### config.mk
export PLATFORM = sky130hd
export DESIGN_NAME = dispatch_ctrl
export DESIGN_NICKNAME = d
export VERILOG_FILES = /design/src/rtl/dispatch_ctrl.sv
export SDC_FILE = /design/constraint.sdc
export NUM_CORES = 1
export LEC_CHECK = 0
export CAP_MARGIN = 20
export CORE_MARGIN = 3
export CORE_UTILIZATION = 30
export CTS_CLUSTER_DIAMETER = 60
export DETAILED_ROUTE_END_ITERATION = 8
export PLACE_DENSITY_LB_ADDON = 0.08
export SLEW_MARGIN = 20
export SYNTH_ARGS = -nofsm -noshare
export SYNTH_HDL_FRONTEND = slang
export SYNTH_SLANG_ARGS = --single-unit
### constraint.sdc
create_clock -name clk -period 4.12 [get_ports clk]
set_input_delay 0.618 -clock clk [delete_from_list [all_inputs] [get_ports clk]]
set_output_delay 0.618 -clock clk [all_outputs]
set_load 0.005 [all_outputs]
### src/rtl/dispatch_ctrl.sv
// dispatch_ctrl: decides each cycle whether the head instruction-queue packet
// enters decode. ROB, RS and LSQ credit counters bound the number of in-flight
// instructions. The block hands out ROB tail IDs, holds CSR instructions until
// the ROB has drained, and restores full credit after a branch mispredict.
module dispatch_ctrl #(
  parameter int ROB_DEPTH   = 16,
  parameter int RS_DEPTH    = 8,
  parameter int LSQ_DEPTH   = 8,
  parameter int ROB_ID_SIZE = 4
) (
  input  logic                         clk,
  input  logic                         rst,
  input  logic                         branch_mispredict,
  input  logic                         queue_empty,
  input  logic [63:0]                  queue_packet,
  output logic                         queue_dequeue,
  output logic                         valid_inst,
  output logic [ROB_ID_SIZE-1:0]       rob_id_dest,
  input  logic                         rob_commit,
  input  logic                         rs_release,
  input  logic                         lsq_release,
  output logic [ROB_ID_SIZE:0]         rob_credit,
  output logic [$clog2(RS_DEPTH):0]    rs_credit,
  output logic [$clog2(LSQ_DEPTH):0]   lsq_credit,
  output logic                         stall,
  output logic                         credit_err
);

  localparam int ROB_CW = ROB_ID_SIZE + 1;
  localparam int RS_CW  = $clog2(RS_DEPTH) + 1;
  localparam int LSQ_CW = $clog2(LSQ_DEPTH) + 1;

  localparam logic [ROB_CW-1:0] ROB_FULL = ROB_DEPTH[ROB_CW-1:0];
  localparam logic [RS_CW-1:0]  RS_FULL  = RS_DEPTH[RS_CW-1:0];
  localparam logic [LSQ_CW-1:0] LSQ_FULL = LSQ_DEPTH[LSQ_CW-1:0];

  localparam logic [1:0] ST_RUN   = 2'd0;
  localparam logic [1:0] ST_SER   = 2'd1;
  localparam logic [1:0] ST_FLUSH = 2'd2;

  localparam logic [6:0] OP_LOAD  = 7'b0000011;
  localparam logic [6:0] OP_STORE = 7'b0100011;
  localparam logic [6:0] OP_CSR   = 7'b1110011;

  logic [1:0]             state_q, state_d;
  logic [ROB_CW-1:0]      rob_credit_q, rob_credit_d;
  logic [RS_CW-1:0]       rs_credit_q, rs_credit_d;
  logic [LSQ_CW-1:0]      lsq_credit_q, lsq_credit_d;
  logic [ROB_ID_SIZE-1:0] rob_id_q, rob_id_d;
  logic                   credit_err_q, credit_err_d;

  logic [6:0] opcode;
  logic       is_mem;
  logic       is_csr;
  logic       dispatch_ok;
  logic       dispatch;
  logic       rob_consume, rs_consume, lsq_consume;
  logic       rob_ovf, rs_ovf, lsq_ovf;

  // Only the opcode field of the packet matters here; the PC and the rest of
  // the instruction word pass straight through to decode.
  logic unused_pkt_bits;
  assign unused_pkt_bits = ^queue_packet[63:7];

  // Classify the head packet and check whether every credit it needs is free.
  always_comb begin
    opcode      = queue_packet[6:0];
    is_mem      = (opcode == OP_LOAD) || (opcode == OP_STORE);
    is_csr      = (opcode == OP_CSR);
    dispatch_ok = !queue_empty && (rob_credit_q != '0) &&
                  (is_mem ? (lsq_credit_q != '0) : (rs_credit_q != '0));
  end

  // Dispatch FSM: a CSR waits in SER until the ROB is empty; a mispredict
  // kills dispatch in its own cycle and then costs one FLUSH bubble.
  always_comb begin
    state_d  = state_q;
    dispatch = 1'b0;
    case (state_q)
      ST_RUN: begin
        if (!queue_empty && is_csr && (rob_credit_q != ROB_FULL)) begin
          state_d = ST_SER;
        end else begin
          dispatch = dispatch_ok;
        end
      end
      ST_SER: begin
        if (rob_credit_q == ROB_FULL) begin
          dispatch = dispatch_ok;
          state_d  = ST_RUN;
        end
      end
      ST_FLUSH: begin
        state_d = ST_RUN;
      end
      default: begin
        state_d = ST_RUN;
      end
    endcase
    if (branch_mispredict) begin
      dispatch = 1'b0;
      state_d  = ST_FLUSH;
    end
  end

  // Split the dispatch into the credits it consumes; CSR counts as non-mem.
  always_comb begin
    rob_consume = dispatch;
    rs_consume  = dispatch && !is_mem;
    lsq_consume = dispatch && is_mem;
  end

  // ROB credit: consume on dispatch, return on commit, saturate at full.
  always_comb begin
    rob_credit_d = rob_credit_q;
    rob_ovf      = 1'b0;
    if (branch_mispredict) begin
      rob_credit_d = ROB_FULL;
    end else if (rob_commit && !rob_consume && (rob_credit_q == ROB_FULL)) begin
      rob_ovf = 1'b1;
    end else begin
      rob_credit_d = rob_credit_q - {{(ROB_CW-1){1'b0}}, rob_consume}
                                  + {{(ROB_CW-1){1'b0}}, rob_commit};
    end
  end

  // RS credit: consume on non-mem dispatch, return on issue, saturate at full.
  always_comb begin
    rs_credit_d = rs_credit_q;
    rs_ovf      = 1'b0;
    if (branch_mispredict) begin
      rs_credit_d = RS_FULL;
    end else if (rs_release && !rs_consume && (rs_credit_q == RS_FULL)) begin
      rs_ovf = 1'b1;
    end else begin
      rs_credit_d = rs_credit_q - {{(RS_CW-1){1'b0}}, rs_consume}
                                + {{(RS_CW-1){1'b0}}, rs_release};
    end
  end

  // LSQ credit: consume on load/store dispatch, return on release, saturate.
  always_comb begin
    lsq_credit_d = lsq_credit_q;
    lsq_ovf      = 1'b0;
    if (branch_mispredict) begin
      lsq_credit_d = LSQ_FULL;
    end else if (lsq_release && !lsq_consume && (lsq_credit_q == LSQ_FULL)) begin
      lsq_ovf = 1'b1;
    end else begin
      lsq_credit_d = lsq_credit_q - {{(LSQ_CW-1){1'b0}}, lsq_consume}
                                  + {{(LSQ_CW-1){1'b0}}, lsq_release};
    end
  end

  // Tail ID advances per dispatch and wraps naturally at 2**ROB_ID_SIZE;
  // the error flag accumulates any over-release and is cleared only by reset.
  always_comb begin
    rob_id_d = rob_id_q + {{(ROB_ID_SIZE-1){1'b0}}, dispatch};
    if (branch_mispredict) begin
      rob_id_d = '0;
    end
    credit_err_d = credit_err_q | rob_ovf | rs_ovf | lsq_ovf;
  end

  // State registers with synchronous reset; reset overrides a mispredict.
  always_ff @(posedge clk) begin
    if (rst) begin
      state_q      <= ST_RUN;
      rob_credit_q <= ROB_FULL;
      rs_credit_q  <= RS_FULL;
      lsq_credit_q <= LSQ_FULL;
      rob_id_q     <= '0;
      credit_err_q <= 1'b0;
    end else begin
      state_q      <= state_d;
      rob_credit_q <= rob_credit_d;
      rs_credit_q  <= rs_credit_d;
      lsq_credit_q <= lsq_credit_d;
      rob_id_q     <= rob_id_d;
      credit_err_q <= credit_err_d;
    end
  end

  // Dispatch is zero-latency; stall is suppressed during the FLUSH bubble.
  always_comb begin
    queue_dequeue = dispatch;
    valid_inst    = dispatch;
    stall         = !queue_empty && !dispatch && (state_q != ST_FLUSH);
    rob_id_dest   = rob_id_q;
    rob_credit    = rob_credit_q;
    rs_credit     = rs_credit_q;
    lsq_credit    = lsq_credit_q;
    credit_err    = credit_err_q;
  end

endmodule
## Word-level counts from Yosys, hierarchy flattened

Index checks and enable logic that the tools add are counted.
Widths: inputs -> output; s select.

| word-level totals | value |
|---|---|
| register bits after elaboration | 20 |
| bits in latches | 0 |
| bits in writable memories | 0 |
| bits in read-only memories | 0 |
| input bits | 71 |
| output and inout port bits | 21 |
| word-level logic and storage cells | 72 |
| memories kept | 0 |

| cells by class | value |
|---|---|
| add/subtract/negate cells | 7 |
| $mul | 0 |
| div/mod/pow operators | 0 |
| magnitude comparators | 0 |
| equality and inequality tests | 13 |
| shift-type cells | 0 |
| multiplexer cells | 15 |
| bitwise logic cells | 3 |
| reductions and logical operators | 27 |

Operator list:

| operator | number |
|---|---|
| $logic_and 1x1->1 | 14 |
| $add 4x1->4 | 3 |
| $mux 1 | 10 |
| $eq 4x4->1 const B | 2 |
| $reduce_bool 4->1 | 2 |
| $sub 4x1->4 | 2 |
| $eq 7x2->1 const B | 1 |
| $eq 7x6->1 const B | 1 |
| $eq 7x7->1 const B | 1 |
| $mux 2 | 3 |
| $ne 2x2->1 const B | 3 |
| $ne 3x3->1 const B | 2 |
| $add 5x1->5 | 1 |
| $eq 5x5->1 const B | 1 |
| $logic_not 1->1 | 5 |
| $ne 5x5->1 const B | 1 |
| $reduce_bool 5->1 | 1 |
| $sub 5x1->5 | 1 |
| $pmux 2 s2 | 1 |
| $reduce_and 2->1 | 2 |
| $or 1x1->1 | 3 |
| $eq 2x1->1 const B | 1 |
| $logic_not 2->1 | 1 |
| $pmux 1 s2 | 1 |
| other kinds (2) | 2 |

## Longest topological paths before layout

Gate-level depths: netlist of the first run.

| depth | value |
|---|---|
| depth after elaboration | 15 |
| depth in mapped cells | 15 |
| depth with buffers taken out | 15 |

## Worst setup path after synthesis of the first run

No wires, ideal clock.

| path | value |
|---|---|
| path type | input to register |
| start | input queue_packet[2] |
| end | register rs_credit_q[2] (netlist: rs_credit[2]) |
| setup time | 0.070 ns |
| data arrival time | 3.181 ns |
| required time | 4.050 ns |
| slack | 0.869 ns |
| stages | 13 |
| path buffers | 0 |
| cell sequence | and4bb_2 a211o_4 a2111oi_4 and2_2 and2b_1 ha_1 inv_1 ha_1 inv_1 fa_1 xnor2_1 o21ai_0 a21oi_1 |

| on the way | value |
|---|---|
| longest elaborated chain between the ends | 11 |
| elaborated cells between the ends (all ways) | 19 |
| those cells by class | add/sub: 2; eq/ne: 3; mux: 5; reduce/logical: 9 |

Ends and longest elaborated chain:

| what | line | source |
|---|---|---|
| start: declaration | 15 | `input logic [63:0] queue_packet,` |
| $eq 7x2->1 / $eq 7x6->1 (equally long branches) | 68 | `is_mem = (opcode == OP_LOAD) \|\| (opcode == OP_STORE);` |
| $logic_or 1x1->1 | 68 |  |
| $mux 1 | 71 | `(is_mem ? (lsq_credit_q != '0) : (rs_credit_q != '0));` |
| $logic_and 1x1->1 | 70 | `dispatch_ok = !queue_empty && (rob_credit_q != '0) &&` |
| $mux 1 (on tied branches) | 88, 81 |  |
| $pmux 1 s2 * | 79 | `case (state_q)` |
| $mux 1 * | 100 | `if (branch_mispredict) begin` |
| net queue_dequeue | 16 | `output logic queue_dequeue,` |
| $logic_and 1x1->1 * | 109 | `rs_consume = dispatch && !is_mem;` |
| parallel branches: the longest is 3 deep, another holds $sub 4x1->4 | -- |  |
| end signal: assignment | 177 | `rs_credit_q <= rs_credit_d;` |
| end: declaration | 47 | `logic [RS_CW-1:0] rs_credit_q, rs_credit_d;` |

Mark *: on every way through the listed nets, which the timed path passes.
A chain may end at the register's enable or synchronous reset.

## Worst setup path after layout of the first run

| path | value |
|---|---|
| start | input queue_packet[2] |
| end | output stall |

| on the way | value |
|---|---|
| longest elaborated chain between the ends | 10 |
| elaborated cells between the ends (all ways) | 15 |
| those cells by class | eq/ne: 3; mux: 5; reduce/logical: 7 |

Ends and longest elaborated chain:

| what | line | source |
|---|---|---|
| $eq 7x2->1 / $eq 7x6->1 (equally long branches) | 68 |  |
| $logic_or 1x1->1 | 68 |  |
| $mux 1 | 71 |  |
| $logic_and 1x1->1 | 70 |  |
| $mux 1 (on tied branches) | 88, 81 |  |
| $pmux 1 s2 * | 79 |  |
| $mux 1 * | 100 |  |
| $logic_not 1->1 * | 188 | `stall = !queue_empty && !dispatch && (state_q != ST_FLUSH);` |
| $logic_and 1x1->1 * (2 in series) | 188 |  |
| end: declaration | 25 | `output logic stall,` |

Mark *: on every way between the ends. The rest lies on a longest branch, timed or not.

==> summary.md, run 1 <==
| Metric | Value |
|---|---|
| CP max stage cell | `clkdlybuf4s50_1` |
| Clock Latency Late Sink | `roughly 0.26 ns` |
| Synthesized area | `~1400 sq um` |
| Core box area | `4410 sq um` |
| Share of cells above drive strength 1 | `9.28%` |
| Delay-heaviest family, CP | `buffers and inverters` |
| Post-synthesis cell type count | `36` |
| Slew Limit Fails | `0` |
| Register area | `between 400 and 500 sq um` |
| Critical path type | `input pin to output pin` |
| Register area share after synthesis | `28.6%` |
| Root buffer cell | `clkbuf_8` |
| Setup TNS | `0 ns` |
| Final HPWL DP | `2800 um` |
| CTS Sinks | `20` |
| Synth warn | `0` |
| Post-route minimum period | `approximately 3.7 ns` |
| Worst-path clk slew | `around 0.070 ns` |
| Worst-case clock buffer depth | `2` |
| I/O pin cnt | `92` |
| CP Cell Sequence | `clkdlybuf4s50_1 > and4bb_2 > and2_1 > mux2_2 > and2_2 > buf_4 > nor3_1 > clkdlybuf4s50_1` |
| Post-Syn Nets | `249` |
| Critical path fanouts, max | `5` |
| Post-synth EDFFs | `0` |
| Routability Congestion | `0.762` |
| DRC viols | `0` |
| Worst Hold Class | `flip-flop to flip-flop` |
| Vias in the first global route | `~1200` |
| Diode count | `0` |
| Hold buffers post-CTS | `0` |
| CP bufs+invs | `3` |
| Port Buffers | `34` |
| Synth Flop Type | `dfxtp_1` |
| Routed wire length | `about 3400 um` |
| DR vias/cell | `4.85` |
| Slew at the pin closest to its max-slew limit | `0.615 ns` |
| # fillers | `442` |
| CTS H-tree lvls | `1` |
| Arrival time worst endpoint | `3.10 ns` |
| RSZ-0062 raised after global routing | `no` |
| Final net count | `289` |
| Resize count post-CTS | `0` |
| VDD IR max | `0.000177 V` |
| Die W | `approximately 74 um` |
| Postcts setup bufs | `0` |
| Relative slew slack | `58.9%` |
| Crit path required time | `3.50 ns` |
| Final setup fails | `0` |
| WL/cell | `13.7 um` |
| CTS tree | `yes` |
| Mapped Avg Cell Area | `9.02 sq um` |
| Hold Vio Cnt, Final | `0` |
| Total number of vias | `1193` |
| Cells after Synth | `around 160` |
| Global route overflow | `0` |
| Die height | `74.3 um` |
| CP most frequent cell | `clkdlybuf4s50_1` |
| DR pass1 iterations | `4` |
| Initial drt markers | `41` |
| Critical Path End Type | `output pin` |
| Max-Cap Viols | `0` |
| Layout area overhead | `34.9%` |
| Area of the die | `5510 sq um` |
| #FFs+latches synth | `20` |
| First-pass GRT wire length | `5610 um` |
| GR Util All Layers | `13.3%` |
| Outcome | `finished, final reports clean` |
| Largest net degree at the start of global routing | `13` |
| Crit-path max cell delay | `0.54 ns` |
| CTS buffer count | `3` |
| F_max | `269 MHz` |
| PwrDens | `between 300 and 400 nW/um^2` |
| Combined area of the multi-input logic cells | `911 sq um` |
| Final Core Density | `42.7%` |
| Initial core utilization | `a little under a third` |
| Leakage power | `0.775 nW` |
| Tot Pwr | `0.000736 W` |
| Worst clock skew | `0.00274 ns` |
| Async set-reset flop share out of synthesis | `0%` |
| Final period utilization | `90.2%` |
| Antenna violations before repair | `0` |
| CP Launch Type | `input pin` |
| Final ANT Viol Nets | `0` |
| Core Rows | `24` |
-- registers in the layout, summed over array words and instances (netlist names) --
signal	count
credit_err	1
state_q	2
rs_credit	4
rob_id_dest	4
lsq_credit	4
rob_credit	5
-- worst register-to-register path, stage by stage, from the launching register on --
cell,delay (ns)
dfxtp_1,0.40
inv_1,0.08
ha_1,0.20
nor3b_1,0.17
a211o_4,0.35
a2111oi_4,0.39
and2_2,0.27
and2b_1,0.14
ha_1,0.22
inv_1,0.06
ha_1,0.16
inv_1,0.05
fa_1,0.37
xnor2_1,0.16
o21ai_0,0.12
a21oi_1,0.16
-- cell type report --
cell class                      count  share of cell area (%)
Clock buffer                        3                    2.19
Clock inverter                      1                    1.59
Inverter                           20                    3.98
Multi-Input combinational cell    113                    48.3
Sequential cell                    20                    21.2
Tap cell                           52                    3.45
Timing Repair Buffer               37                    19.2
-- per-stage QoR --
stage                     setup slack (ns)  hold slack (ns)  instance area [sq um]  std cells
after floorplan                      0.869            0.473                   1400        155
after global placement               0.203            0.473                   1810        242
after detailed placement             0.186            0.479                   1810        242
after CTS                            0.397            0.492                   1890        246
after global routing                 0.286            0.517                   1890        246
final                                0.403            0.496                   1890        246
-- kinds of logic after synthesis --
kind of cell / synth area share (%)
flip-flops: 28.6
buffers and inverters: 6.18
AND/OR/NAND/NOR: 19.3
adder cells (fa/ha/maj): 22.2
XOR/XNOR: 6.27
multiplexers: 0.806
AO/OA/AOI/OAI: 16.6
-- synth_stat cells (4+ instances only) --
library cell	number	share of area [%]
a21oi_1	12	4.3
nand2_1	5	1.3
ha_1	20	18
nor2_1	9	2.4
xnor2_1	5	3.1
inv_1	20	5.4
nor3_1	5	1.8
and3_1	5	2.2
a211oi_1	5	2.7
nand3_1	6	2.1
xor2_1	5	3.1
and2_1	4	1.8
dfxtp_1	20	29
-- final timing paths --
path / to / startpoint / slack, ns / cells after the start
setup / recovery: stall / queue_packet[2] / 0.40 / 8
hold / removal: rs_credit[2] / rs_credit[2] / 0.50 / 2
hold reg to reg: rs_credit[2] / rs_credit[2] / 0.50 / 2
setup reg to reg: rs_credit[2] / rob_credit[2] / 0.77 / 15
-- layer usage --
layer / routed length (um) / up-vias / track usage (%) / part of all wire, %
met5: 0 / - / 0 / 0
met3: 167 / 2 / 2.43 / 5.0
met4: 23 / 0 / 4.15 / 0.68
li1: - / 614 / - / -
met1: 1620 / 552 / 18.2 / 48
met2: 1560 / 25 / 21.2 / 46
-- cells in the final DEF (no fill, tap or decap), types with 6 or more instances in the layout --
cell,instances
a21oi_1,12
clkdlybuf4s50_1,34
dfxtp_1,20
ha_1,20
inv_1,20
nand3_1,6
nor2_1,9
-- where the power goes --
part	internal, W	switching (W)
Combinational	0.000162	0.000150
Clock	0.000130	0.0000649
Sequential	0.000211	0.0000195
Note: power is estimated with default switching activity, not from simulation.
==> run 2, diff against run 1 <==
CTS_BUF_LIST = sky130_fd_sc_hd__clkbuf_2 sky130_fd_sc_hd__clkbuf_4 sky130_fd_sc_hd__clkbuf_8   (was not set)
==> results of run 2 <==
Same layout as run 1: the final DEF is identical, and so are final timing and power.
